[src/rtl/multicycle_control.sv]
// Main control FSM for the 32-bit RISC-V multicycle datapath.
// Sequences fetch/decode/execute/memory/writeback and drives every
// mux select, write enable and the 4-bit ALU control code.
module multicycle_control #(
  parameter bit ENABLE_BNE      = 1'b1,
  parameter bit TRAP_ON_ILLEGAL = 1'b1
) (
  input  logic       clk,
  input  logic       reset,          // active low, asynchronous
  input  logic [6:0] opcode,
  input  logic [2:0] funct3,
  input  logic       funct7_b5,
  input  logic       zero,
  output logic       pc_write,
  output logic       i_or_d,
  output logic       mem_read,
  output logic       mem_write,
  output logic       ir_write,
  output logic       mem_to_reg,
  output logic       reg_write,
  output logic       alu_src_a,
  output logic [1:0] alu_src_b,
  output logic       pc_source,
  output logic [3:0] alu_control,
  output logic       instr_retired,
  output logic       illegal,
  output logic [3:0] state
);

  localparam logic [6:0] OP_LOAD  = 7'b0000011;
  localparam logic [6:0] OP_STORE = 7'b0100011;
  localparam logic [6:0] OP_R     = 7'b0110011;
  localparam logic [6:0] OP_I     = 7'b0010011;
  localparam logic [6:0] OP_BR    = 7'b1100011;

  localparam logic [3:0] ALU_AND = 4'b0000;
  localparam logic [3:0] ALU_OR  = 4'b0001;
  localparam logic [3:0] ALU_ADD = 4'b0010;
  localparam logic [3:0] ALU_SUB = 4'b0110;

  typedef enum logic [3:0] {
    S_FETCH     = 4'd0,
    S_DECODE    = 4'd1,
    S_MEM_ADDR  = 4'd2,
    S_MEM_READ  = 4'd3,
    S_MEM_WB    = 4'd4,
    S_MEM_WRITE = 4'd5,
    S_EXEC_R    = 4'd6,
    S_EXEC_I    = 4'd7,
    S_ALU_WB    = 4'd8,
    S_BRANCH    = 4'd9,
    S_TRAP      = 4'd10
  } state_t;

  state_t state_q, state_d;

  // Instruction classification; IR is stable from DECODE to retirement.
  logic f3_alu, is_mem, is_r, is_i, is_br;
  logic [3:0] alu_fn;

  assign f3_alu = (funct3 == 3'b000) || (funct3 == 3'b110) || (funct3 == 3'b111);
  assign is_mem = ((opcode == OP_LOAD) || (opcode == OP_STORE)) && (funct3 == 3'b010);
  // R-type: funct7_b5 only selects SUB under funct3 000; elsewhere it must be 0.
  assign is_r   = (opcode == OP_R) && f3_alu && ((funct3 == 3'b000) || !funct7_b5);
  assign is_i   = (opcode == OP_I) && f3_alu;
  assign is_br  = (opcode == OP_BR) &&
                  ((funct3 == 3'b000) || (ENABLE_BNE && (funct3 == 3'b001)));

  // ALU function shared by R-type and I-type arithmetic.
  always_comb begin
    case (funct3)
      3'b111:  alu_fn = ALU_AND;
      3'b110:  alu_fn = ALU_OR;
      default: alu_fn = ALU_ADD;
    endcase
  end

  // State register with asynchronous return to FETCH.
  always_ff @(posedge clk or negedge reset) begin
    if (!reset) state_q <= S_FETCH;
    else        state_q <= state_d;
  end

  assign state = state_q;

  // Next-state and output decode; enables are masked while in reset.
  always_comb begin
    state_d       = S_FETCH;
    pc_write      = 1'b0;
    i_or_d        = 1'b0;
    mem_read      = 1'b0;
    mem_write     = 1'b0;
    ir_write      = 1'b0;
    mem_to_reg    = 1'b0;
    reg_write     = 1'b0;
    alu_src_a     = 1'b0;
    alu_src_b     = 2'b00;
    pc_source     = 1'b0;
    alu_control   = ALU_ADD;
    instr_retired = 1'b0;
    illegal       = 1'b0;
    case (state_q)
      S_FETCH: begin
        mem_read  = 1'b1;
        ir_write  = 1'b1;
        alu_src_b = 2'b01;
        state_d   = S_DECODE;
      end
      S_DECODE: begin
        alu_src_b = 2'b10;
        pc_source = 1'b1;
        pc_write  = 1'b1;
        if (is_mem)               state_d = S_MEM_ADDR;
        else if (is_r)            state_d = S_EXEC_R;
        else if (is_i)            state_d = S_EXEC_I;
        else if (is_br)           state_d = S_BRANCH;
        else if (TRAP_ON_ILLEGAL) state_d = S_TRAP;
        else begin
          state_d       = S_FETCH;
          instr_retired = 1'b1;
        end
      end
      S_MEM_ADDR: begin
        alu_src_a = 1'b1;
        alu_src_b = 2'b10;
        state_d   = (opcode == OP_LOAD) ? S_MEM_READ : S_MEM_WRITE;
      end
      S_MEM_READ: begin
        i_or_d   = 1'b1;
        mem_read = 1'b1;
        state_d  = S_MEM_WB;
      end
      S_MEM_WB: begin
        mem_to_reg    = 1'b1;
        reg_write     = 1'b1;
        instr_retired = 1'b1;
      end
      S_MEM_WRITE: begin
        i_or_d        = 1'b1;
        mem_write     = 1'b1;
        instr_retired = 1'b1;
      end
      S_EXEC_R: begin
        alu_src_a   = 1'b1;
        alu_control = ((funct3 == 3'b000) && funct7_b5) ? ALU_SUB : alu_fn;
        state_d     = S_ALU_WB;
      end
      S_EXEC_I: begin
        alu_src_a   = 1'b1;
        alu_src_b   = 2'b10;
        alu_control = alu_fn;
        state_d     = S_ALU_WB;
      end
      S_ALU_WB: begin
        reg_write     = 1'b1;
        instr_retired = 1'b1;
      end
      S_BRANCH: begin
        alu_src_a     = 1'b1;
        alu_control   = ALU_SUB;
        pc_source     = 1'b1;
        instr_retired = 1'b1;
        pc_write      = funct3[0] ? ~zero : zero;   // bne : beq
      end
      S_TRAP: begin
        illegal = 1'b1;
        state_d = S_TRAP;
      end
      default: state_d = S_FETCH;
    endcase
    if (!reset) begin
      pc_write      = 1'b0;
      mem_write     = 1'b0;
      reg_write     = 1'b0;
      ir_write      = 1'b0;
      instr_retired = 1'b0;
    end
  end

endmodule

[config.mk]
export PLATFORM = sky130hd
export DESIGN_NAME = multicycle_control
export DESIGN_NICKNAME = d
export VERILOG_FILES = /design/src/rtl/multicycle_control.sv
export SDC_FILE = /design/constraint.sdc
export NUM_CORES = 1
export LEC_CHECK = 0
export CORE_UTILIZATION = 34
export CTS_CLUSTER_SIZE = 28
export DETAILED_ROUTE_END_ITERATION = 12
export PLACE_DENSITY = 0.83
export SETUP_SLACK_MARGIN = 0.4
export SYNTH_ARGS = -nofsm -noshare
export SYNTH_HDL_FRONTEND = slang
export SYNTH_SLANG_ARGS = --single-unit
[constraint.sdc]
create_clock -name clk -period 1.6 [get_ports clk]
set_clock_uncertainty 0.05 [all_clocks]
set_input_delay 0.24 -clock clk [delete_from_list [all_inputs] [get_ports clk]]
set_output_delay 0.24 -clock clk [all_outputs]
set_load 0.005 [all_outputs]
==> results of run 1 <==
[cell families after synthesis]
family                 after synthesis
other                                1
XOR/XNOR                             2
flip-flops                           4
AO/OA/AOI/OAI                       16
AND/OR/NAND/NOR                     41
buffers and inverters                6
[repair_timing]
item,CTS
resized for setup,130
setup endpoints to repair,24
setup buffers,17
pin swaps,17
hold buffers,0
[synthesized netlist by cell type, types with 3 or more instances]
| cell | instances |
|---|---|
| sky130_fd_sc_hd__a21oi_1 | 4 |
| sky130_fd_sc_hd__dfrtp_1 | 4 |
| sky130_fd_sc_hd__nand2_1 | 5 |
| sky130_fd_sc_hd__nand2b_1 | 6 |
| sky130_fd_sc_hd__nor2_1 | 6 |
| sky130_fd_sc_hd__nor2b_1 | 5 |
| sky130_fd_sc_hd__nor3b_1 | 3 |
[stage by stage]
stage | cells | util [%] | TNS, ps
CTS | 154 | 97.3 | -324
detailed placement | 134 | 77.7 | -3640
global placement | 134 | 77.7 | -3060
floorplan | 70 | - | 0
==> load_flow_metrics.sql, run 1 <==
INSERT INTO impl_metrics (metric_group, metric, value, unit) VALUES
('outcome', 'outcome', 'did not finish', ''),
('outcome', 'failing_step', 'global routing', ''),
('outcome', 'tool_error', '[ERROR DPL-0038] Utilization greater than 100%, impossible to legalize', ''),
('synth', 'synth_area_per_cell', '7.33', 'um^2'),
('synth', 'yosys.area_share.simple', '50.5', '%'),
('die', 'floorplan.die.height', '40.8', 'um'),
('sta', 'worstEndpointType', 'primary output', ''),
('sta', 'last_worst_endpoint_in_the_global_route_repair_timing', 'ir_write', ''),
('clocking', 'clkSinkCount', '4', ''),
('clocking', 'number_of_buffers_on_the_longest_clock_path', '2', ''),
('synth', 'synth_sequential_area_ratio', '19.5', '%'),
('synth', 'post-synth-top-area-cell', 'sky130_fd_sc_hd__dfrtp_1', ''),
('synth', 'synth_compound_area_share', '20.2', '%'),
('synth', 'synth_top_family_by_area', 'simple AND/OR/NAND/NOR gates', ''),
('synth', 'synth_edf_count', '0', ''),
('die', 'die_w', '40.8', 'um'),
('synth', 'fraction_of_synthesized_cell_area_in_xor_and_xnor_cells', '3.41', '%'),
('synth', 'synthMuxAreaShare', '0', '%'),
('synth', 'synth.ff_latch_count', '4', ''),
('synth', 'synth_fa_ha_area_share', '0', '%'),
('placement', 'finalWeightedCongestion', '0.802', ''),
('synth', 'synth_async_sr_flop_share', '100', '%'),
('clocking', 'htreeDepth', '1', ''),
('clocking', 'tritoncts.num_buffers', '3', ''),
('synth', 'synth_top_area_share', '19.5', '%'),
('placement', 'dpl-instance-area', '0.00105', 'mm^2'),
('die', 'initial_core_util', '38.0', '%'),
('die', 'io_pins', '35', ''),
('grt', 'grt_max_degree', '7', ''),
('synth', 'yosys.cell_types.count', '34', ''),
('synth', 'ys_top_cells_by_area', 'sky130_fd_sc_hd__dfrtp_1 (20%), sky130_fd_sc_hd__nand2b_1 (7.3%), sky130_fd_sc_hd__nor2b_1 (6.1%), sky130_fd_sc_hd__nor2_1 (4.4%), sky130_fd_sc_hd__nor3b_1 (4.4%)', ''),
('synth', 'synthFlopType', 'sky130_fd_sc_hd__dfrtp_1', ''),
('placement', 'port_buffers', '33', ''),
('clocking', 'cts-root-buf', 'sky130_fd_sc_hd__clkbuf_4', ''),
('synth', 'yosysWarnings', '0', ''),
('synth', 'instance_count_of_the_mapped_netlist', '70', ''),
('placement', 'dp_hpwl', '1430', 'um'),
('synth', 'synthesis.nets', '84', ''),
('synth', 'synthesis.area', '513', 'um^2'),
('placement', 'preCtsSetupSlack', '-387', 'ps'),
('die', 'std_cell_rows', '13', '');
==> run 2, diff against run 1 <==
==> config.mk (replaced) <==
export PLATFORM = sky130hd
export DESIGN_NAME = multicycle_control
export DESIGN_NICKNAME = d
export VERILOG_FILES = /design/src/rtl/multicycle_control.sv
export SDC_FILE = /design/constraint.sdc
export NUM_CORES = 1
export LEC_CHECK = 0
export CORE_AREA = 2 2 63 65
export DETAILED_ROUTE_END_ITERATION = 12
export DIE_AREA = 0 0 65 67
export PLACE_DENSITY_LB_ADDON = 0.15
export SYNTH_ARGS = -nofsm -noshare
export SYNTH_HDL_FRONTEND = slang
export SYNTH_SLANG_ARGS = --single-unit
==> load_flow_metrics.sql, run 2 <==
INSERT INTO impl_metrics (metric_group, metric, value, unit) VALUES
('synth', 'post-synth-top-area-cell', 'sky130_fd_sc_hd__dfrtp_1', ''),
('die', 'design.core.area', '0.00361', 'mm^2'),
('synth', 'synth_edf_count', '0', ''),
('grt', 'overall_fraction_of_global_route_tracks_in_use', '9.65', '%'),
('worst_setup_path', 'crit_chain', 'buf_6, buf_6, nor4_4, and2_1, buf_2', ''),
('pwr', 'worst_vdd_rail_ir_drop', '0.390', 'mV'),
('final_layout', 'multiInputGateArea', '488', 'um^2'),
('die', 'std_cell_rows', '22', ''),
('die', 'initial_core_util', '14.2', '%'),
('placement', 'finalWeightedCongestion', '0.701', ''),
('placement', 'dpl-instance-area', '0.00105', 'mm^2'),
('outcome', 'violations', 'negative setup slack', ''),
('worst_setup_path', 'crit_required', '1310', 'ps'),
('routing', 'route.detailed.wl_per_inst', '11.2', 'um'),
('synth', 'synth_top_area_share', '19.5', '%'),
('grt', 'first_global_vias', '784', ''),
('clocking', 'cts-root-buf', 'sky130_fd_sc_hd__clkbuf_8', ''),
('clocking', 'cts-hold-fix-buffers', '0', ''),
('worst_setup_path', 'worst_setup_path_end_kind', 'output port', ''),
('outcome', 'outcome', 'finished, violations left', ''),
('min_path', 'worst_hold_path_type', 'input pin to asynchronous set/reset pin', ''),
('placement', 'preCtsSetupSlack', '-451', 'ps'),
('worst_setup_path', 'cpPeakStageDelay', '400', 'ps'),
('synth', 'instance_count_of_the_mapped_netlist', '70', ''),
('pwr', 'power_leakage', '0.000568', 'uW'),
('routing', 'drc_errors', '0', ''),
('final_layout', 'finalNetCount', '152', ''),
('clocking', 'htreeDepth', '1', ''),
('final_layout', 'areaGrowthSynthToFinish', '147', '%'),
('pwr', 'fin_total_pwr', '1930', 'uW'),
('sta', 'finalSetupViolCount', '4', ''),
('synth', 'synth_commonest_cells', 'sky130_fd_sc_hd__nand2b_1 (6), sky130_fd_sc_hd__nor2_1 (6), sky130_fd_sc_hd__nand2_1 (5), sky130_fd_sc_hd__nor2b_1 (5)', ''),
('placement', 'dp_hpwl', '1600', 'um'),
('sta', 'finalHoldViolCount', '0', ''),
('sta', 'finalWorstPathRequiredPeriod', '1640', 'ps'),
('routing', 'drt_first_pass_iters', '4', ''),
('sta', 'postLayoutSetupSlackWorst', '-37.2', 'ps'),
('die', 'die_outline_area', '0.00436', 'mm^2'),
('routing', 'postRouteWirelength', '2060', 'um'),
('clocking', 'clkSlewWorstSetupHoldPaths', '30', 'ps'),
('routing', 'vias_per_cell', '4.10', ''),
('grt', 'grt_max_degree', '9', ''),
('worst_setup_path', 'critPathSlowestCell', 'sky130_fd_sc_hd__dfrtp_2', ''),
('clocking', 'number_of_buffers_on_the_longest_clock_path', '2', ''),
('final_layout', 'postLayoutCoreUtil', '35.1', '%'),
('synth', 'synthFlopType', 'sky130_fd_sc_hd__dfrtp_1', ''),
('synth', 'synth.ff_latch_count', '4', ''),
('worst_setup_path', 'cp.arrival', '1350', 'ps'),
('routing', 'drtIter0Drc', '30', ''),
('final_layout', 'final_cell_mix', 'sky130_fd_sc_hd__buf_4 (27), sky130_fd_sc_hd__clkdlybuf4s50_1 (11), sky130_fd_sc_hd__buf_6 (10)', ''),
('sta', 'grt_setup_unrepaired', 'true', ''),
('clocking', 'worst_skew_pair.late_latency', '210', 'ps'),
('pwr', 'power.density_cell_area', '1530', 'mW/mm^2'),
('sta', 'final.period_utilization', '102', '%'),
('placement', 'port_buffers', '33', ''),
('routing', 'ant_nets', '0', ''),
('synth', 'synth_async_sr_flop_share', '100', '%'),
('synth', 'synthesis.nets', '84', ''),
('final_layout', 'largest_reg_flops', '4', ''),
('routing', 'route.vias.total', '755', ''),
('synth', 'synth_sequential_area_ratio', '19.5', '%'),
('grt', 'grt_remaining_overflow', '0', ''),
('die', 'die_w', '65', 'um'),
('worst_setup_path', 'worstSetupPathType', 'flop to output port', ''),
('grt', 'initial_antenna_violation_count', '0', ''),
('final_layout', 'final_common_cell', 'sky130_fd_sc_hd__buf_4', ''),
('worst_setup_path', 'critical_path_peak_fanout', '4', ''),
('synth', 'synthesis.area', '513', 'um^2'),
('sta', 'fmaxAchievable', '0.611', 'GHz'),
('grt', 'grt_pass1_wl', '3370', 'um'),
('synth', 'yosysWarnings', '0', ''),
('die', 'floorplan.die.height', '67', 'um'),
('worst_setup_path', 'worst_path_most_repeated_cell', 'sky130_fd_sc_hd__buf_6', ''),
('final_layout', 'final-instance-count-excl-fill', '184', ''),
('placement', 'placed_cells_incl_taps', '169', ''),
('final_layout', 'layout.cell_area.non_filler', '0.00126', 'mm^2'),
('final_layout', 'num-fill-cells', '382', ''),
('clocking', 'tritoncts.num_buffers', '3', ''),
('synth', 'yosys.cell_types.count', '34', ''),
('final_layout', 'insertedDiodeCount', '0', ''),
('clocking', 'tritoncts', 'built', ''),
('sta', 'final-max-slew-violation-count', '0', ''),
('synth', 'synth_area_per_cell', '7.33', 'um^2'),
('die', 'io_pins', '35', ''),
('synth', 'ys_top_cells_by_area', 'sky130_fd_sc_hd__dfrtp_1 (20%), sky130_fd_sc_hd__nand2b_1 (7.3%), sky130_fd_sc_hd__nor2b_1 (6.1%), sky130_fd_sc_hd__nor2_1 (4.4%), sky130_fd_sc_hd__nor3b_1 (4.4%)', ''),
('final_layout', 'drive_gt1_share', '52.9', '%'),
('worst_setup_path', 'cp-start-kind', 'flop', ''),
('run', 'cap_violations', '0', ''),
('clocking', 'clkSinkCount', '4', ''),
('final_layout', 'ff_latch_area', '105', 'um^2');
==> run 2: final timing paths <==
| check | start | slack (ps) | cells after the start | endpoint |
|---|---|---|---|---|
| max in group asynchronous | reset | 1320 | 2 | state[2] |
| hold / removal | reset | 70 | 2 | state[3] |
| setup reg to reg | state[1] | 110 | 8 | state[1] |
| setup / recovery | state[1] | -40 | 5 | ir_write |
| min in group clk | funct3[2] | 580 | 4 | state[0] |
| hold reg to reg | state[2] | 580 | 2 | state[1] |
==> run 2: final cells by class <==
| type | instances | area share, % |
|---|---|---|
| tap | 48 | 4.75 |
| timing repair buffer | 68 | 44.8 |
| inverter | 1 | 0.297 |
| sequential | 4 | 8.31 |
| multi-input combinational | 60 | 38.6 |
| clock buffer | 3 | 3.26 |
==> run 2: cell families (layout without fill, tap and decap cells) <==
family / count (synthesis) / count (layout) / synth area share (%)
compound gates: 16 / 16 / 20.2
xor+xnor: 2 / 2 / 3.42
other cells: 1 / 1 / 0.731
buf+inv: 6 / 72 / 5.61
simple gates: 41 / 41 / 50.5
flops: 4 / 4 / 19.5
==> run 2: metal layers <==
| metal | global-route usage [%] | vias up | part of all wire (%) |
|---|---|---|---|
| met5 | 0 | - | 0 |
| met4 | 3.19 | 0 | 0 |
| met3 | 1.52 | 0 | 7.0 |
| met2 | 17.3 | 27 | 50 |
| met1 | 11.7 | 341 | 43 |
| li1 | - | 387 | - |
==> run 2: metrics by stage <==
stage / TNS, ps / hold slack [ps]
after floorplan: 0 / -106
after global routing: -697 / 67.9
after CTS: -366 / 64.5
after detailed placement: -4280 / 554
after global placement: -4210 / 545
final: -98.2 / 67.0
==> run 2: power breakdown <==
group / internal (uW) / switching (uW)
combinational: 919 / 609
clock: 160 / 45.8
sequential: 151 / 48.3
total: 1230 / 703
==> run 2: critical path, delay by kind of cell (launching register included) <==
family / cells / cell delay (ps)
flops: 1 / 400
simple gates: 2 / 390
buf+inv: 3 / 350
==> run 2: what timing repair did <==
item                       CTS  global route
setup endpoints to repair   18            13
buffers inserted            11             2
pin swaps                    5             5
gates resized for setup     77            12
(Power assumes the default switching activity.)
==> run 3, diff against run 2 <==
--- a/config.mk
+++ b/config.mk
@@ -9,6 +9,7 @@
 export DETAILED_ROUTE_END_ITERATION = 12
 export DIE_AREA = 0 0 65 67
 export PLACE_DENSITY_LB_ADDON = 0.15
+export SETUP_SLACK_MARGIN = 0.02
 export SYNTH_ARGS = -nofsm -noshare
 export SYNTH_HDL_FRONTEND = slang
 export SYNTH_SLANG_ARGS = --single-unit
==> load_flow_metrics.sql, run 3 (synthesized netlist as in run 2, its figures left out) <==
INSERT INTO impl_metrics (metric_group, metric, value, unit) VALUES
('outcome', 'outcome', 'finished, violations left', ''),
('outcome', 'violations', 'negative setup slack', ''),
('worst_setup_path', 'crit_required', '1310', 'ps'),
('grt', 'overall_fraction_of_global_route_tracks_in_use', '9.58', '%'),
('die', 'io_pins', '35', ''),
('final_layout', 'insertedDiodeCount', '0', ''),
('sta', 'fmaxAchievable', '0.611', 'GHz'),
('min_path', 'worst_hold_path_type', 'input pin to asynchronous set/reset pin', ''),
('placement', 'port_buffers', '33', ''),
('final_layout', 'drive_gt1_share', '58.5', '%'),
('die', 'initial_core_util', '14.2', '%'),
('clocking', 'tritoncts.num_buffers', '3', ''),
('die', 'design.core.area', '0.00361', 'mm^2'),
('pwr', 'power.density_cell_area', '1540', 'mW/mm^2'),
('grt', 'grt_max_degree', '7', ''),
('final_layout', 'areaGrowthSynthToFinish', '149', '%'),
('final_layout', 'finalNetCount', '151', ''),
('routing', 'postRouteWirelength', '2120', 'um'),
('routing', 'drtIter0Drc', '26', ''),
('placement', 'finalWeightedCongestion', '0.701', ''),
('final_layout', 'final_common_cell', 'sky130_fd_sc_hd__buf_4', ''),
('sta', 'final.period_utilization', '102', '%'),
('routing', 'ant_nets', '0', ''),
('final_layout', 'layout.cell_area.non_filler', '0.00128', 'mm^2'),
('grt', 'grt_pass1_wl', '3330', 'um'),
('clocking', 'worst_skew_pair.late_latency', '210', 'ps'),
('sta', 'final-max-slew-violation-count', '0', ''),
('clocking', 'cts-root-buf', 'sky130_fd_sc_hd__clkbuf_8', ''),
('clocking', 'clkSinkCount', '4', ''),
('routing', 'drt_first_pass_iters', '4', ''),
('sta', 'fin_worst_hold_slack', '77.7', 'ps'),
('worst_setup_path', 'critical_path_peak_fanout', '4', ''),
('placement', 'dpl-instance-area', '0.00105', 'mm^2'),
('clocking', 'number_of_buffers_on_the_longest_clock_path', '2', ''),
('grt', 'first_global_vias', '779', ''),
('routing', 'route.vias.total', '751', ''),
('run', 'cap_violations', '0', ''),
('pwr', 'worst_vdd_rail_ir_drop', '0.344', 'mV'),
('clocking', 'htreeDepth', '1', ''),
('sta', 'grt_setup_unrepaired', 'true', ''),
('worst_setup_path', 'worst_setup_path_end_kind', 'output port', ''),
('grt', 'initial_antenna_violation_count', '0', ''),
('sta', 'finalSetupViolCount', '4', ''),
('worst_setup_path', 'cp-start-kind', 'flop', ''),
('sta', 'postLayoutSetupSlackWorst', '-36.9', 'ps'),
('pwr', 'power_leakage', '0.000572', 'uW'),
('sta', 'finalHoldViolCount', '0', ''),
('final_layout', 'final_cell_mix', 'sky130_fd_sc_hd__buf_4 (25), sky130_fd_sc_hd__buf_2 (12), sky130_fd_sc_hd__clkdlybuf4s50_1 (11)', ''),
('placement', 'preCtsSetupSlack', '-451', 'ps'),
('worst_setup_path', 'cp.arrival', '1350', 'ps'),
('clocking', 'clkSlewWorstSetupHoldPaths', '30', 'ps'),
('pwr', 'fin_total_pwr', '1970', 'uW'),
('grt', 'grt_remaining_overflow', '0', ''),
('die', 'die_w', '65', 'um'),
('placement', 'dp_hpwl', '1600', 'um'),
('final_layout', 'postLayoutCoreUtil', '35.5', '%'),
('routing', 'vias_per_cell', '4.10', ''),
('worst_setup_path', 'worstSetupPathType', 'flop to output port', ''),
('sta', 'finalWorstPathRequiredPeriod', '1640', 'ps'),
('routing', 'route.detailed.wl_per_inst', '11.6', 'um'),
('die', 'std_cell_rows', '22', ''),
('clocking', 'tritoncts', 'built', ''),
('final_layout', 'largest_reg_flops', '4', ''),
('die', 'die_outline_area', '0.00436', 'mm^2'),
('die', 'floorplan.die.height', '67', 'um'),
('routing', 'drc_errors', '0', '');
==> run 3: layer usage <==
metal / wire length [um] / vias to the layer above / track usage (%)
met4: 0 / 0 / 3.19
li1: - / 388 / -
met1: 892 / 336 / 11.7
met2: 1090 / 27 / 16.9
met5: 0 / - / 0
met3: 146 / 0 / 1.69
==> run 3: critical path, cell delays in order, from the launching register on <==
cell	delay, ps
sky130_fd_sc_hd__dfrtp_2	420
sky130_fd_sc_hd__buf_6	130
sky130_fd_sc_hd__buf_8	130
sky130_fd_sc_hd__nor3b_4	200
sky130_fd_sc_hd__a21oi_2	50
sky130_fd_sc_hd__nor2_1	90
sky130_fd_sc_hd__buf_2	110
==> run 3: final timing paths <==
| check | start | to | slack (ps) | cells past startpoint |
|---|---|---|---|---|
| setup reg to reg | state[1] | state[2] | 190 | 6 |
| hold / removal | reset | state[3] | 80 | 2 |
| hold reg to reg | state[2] | state[1] | 570 | 2 |
| setup / recovery | state[2] | alu_src_b[1] | -40 | 6 |
| min in group clk | state[2] | state[1] | 570 | 2 |
| max in group asynchronous | reset | state[2] | 1310 | 2 |
==> run 3: final cells by class <==
type                       instances  area [um^2]
fill                             377         2330
sequential                         4          105
timing repair buffer              67          558
multi-input combinational         60          510
clock buffer                       3         41.3
inverter                           1         3.75
tap                               48         60.1
==> run 3: power breakdown <==
part           internal (uW)  switching [uW]
sequential               151            72.2
clock                    160            45.8
combinational            933             612
==> run 3: what timing repair did <==
action / 4_1_cts / 5_1_grt
buffers inserted: 12 / 1
hold buffers: 0 / 0
pin swaps: 7 / 7
cloned: 0 / 0
resized for setup: 83 / 22
setup endpoints to repair: 19 / 14
==> run 3: per-stage QoR <==
step / TNS, ps / std cells
after floorplan: 0 / 70
after global placement: -4210 / 169
after detailed placement: -4280 / 169
after CTS: -602 / 183
after global routing: -550 / 183
final: -65.6 / 183
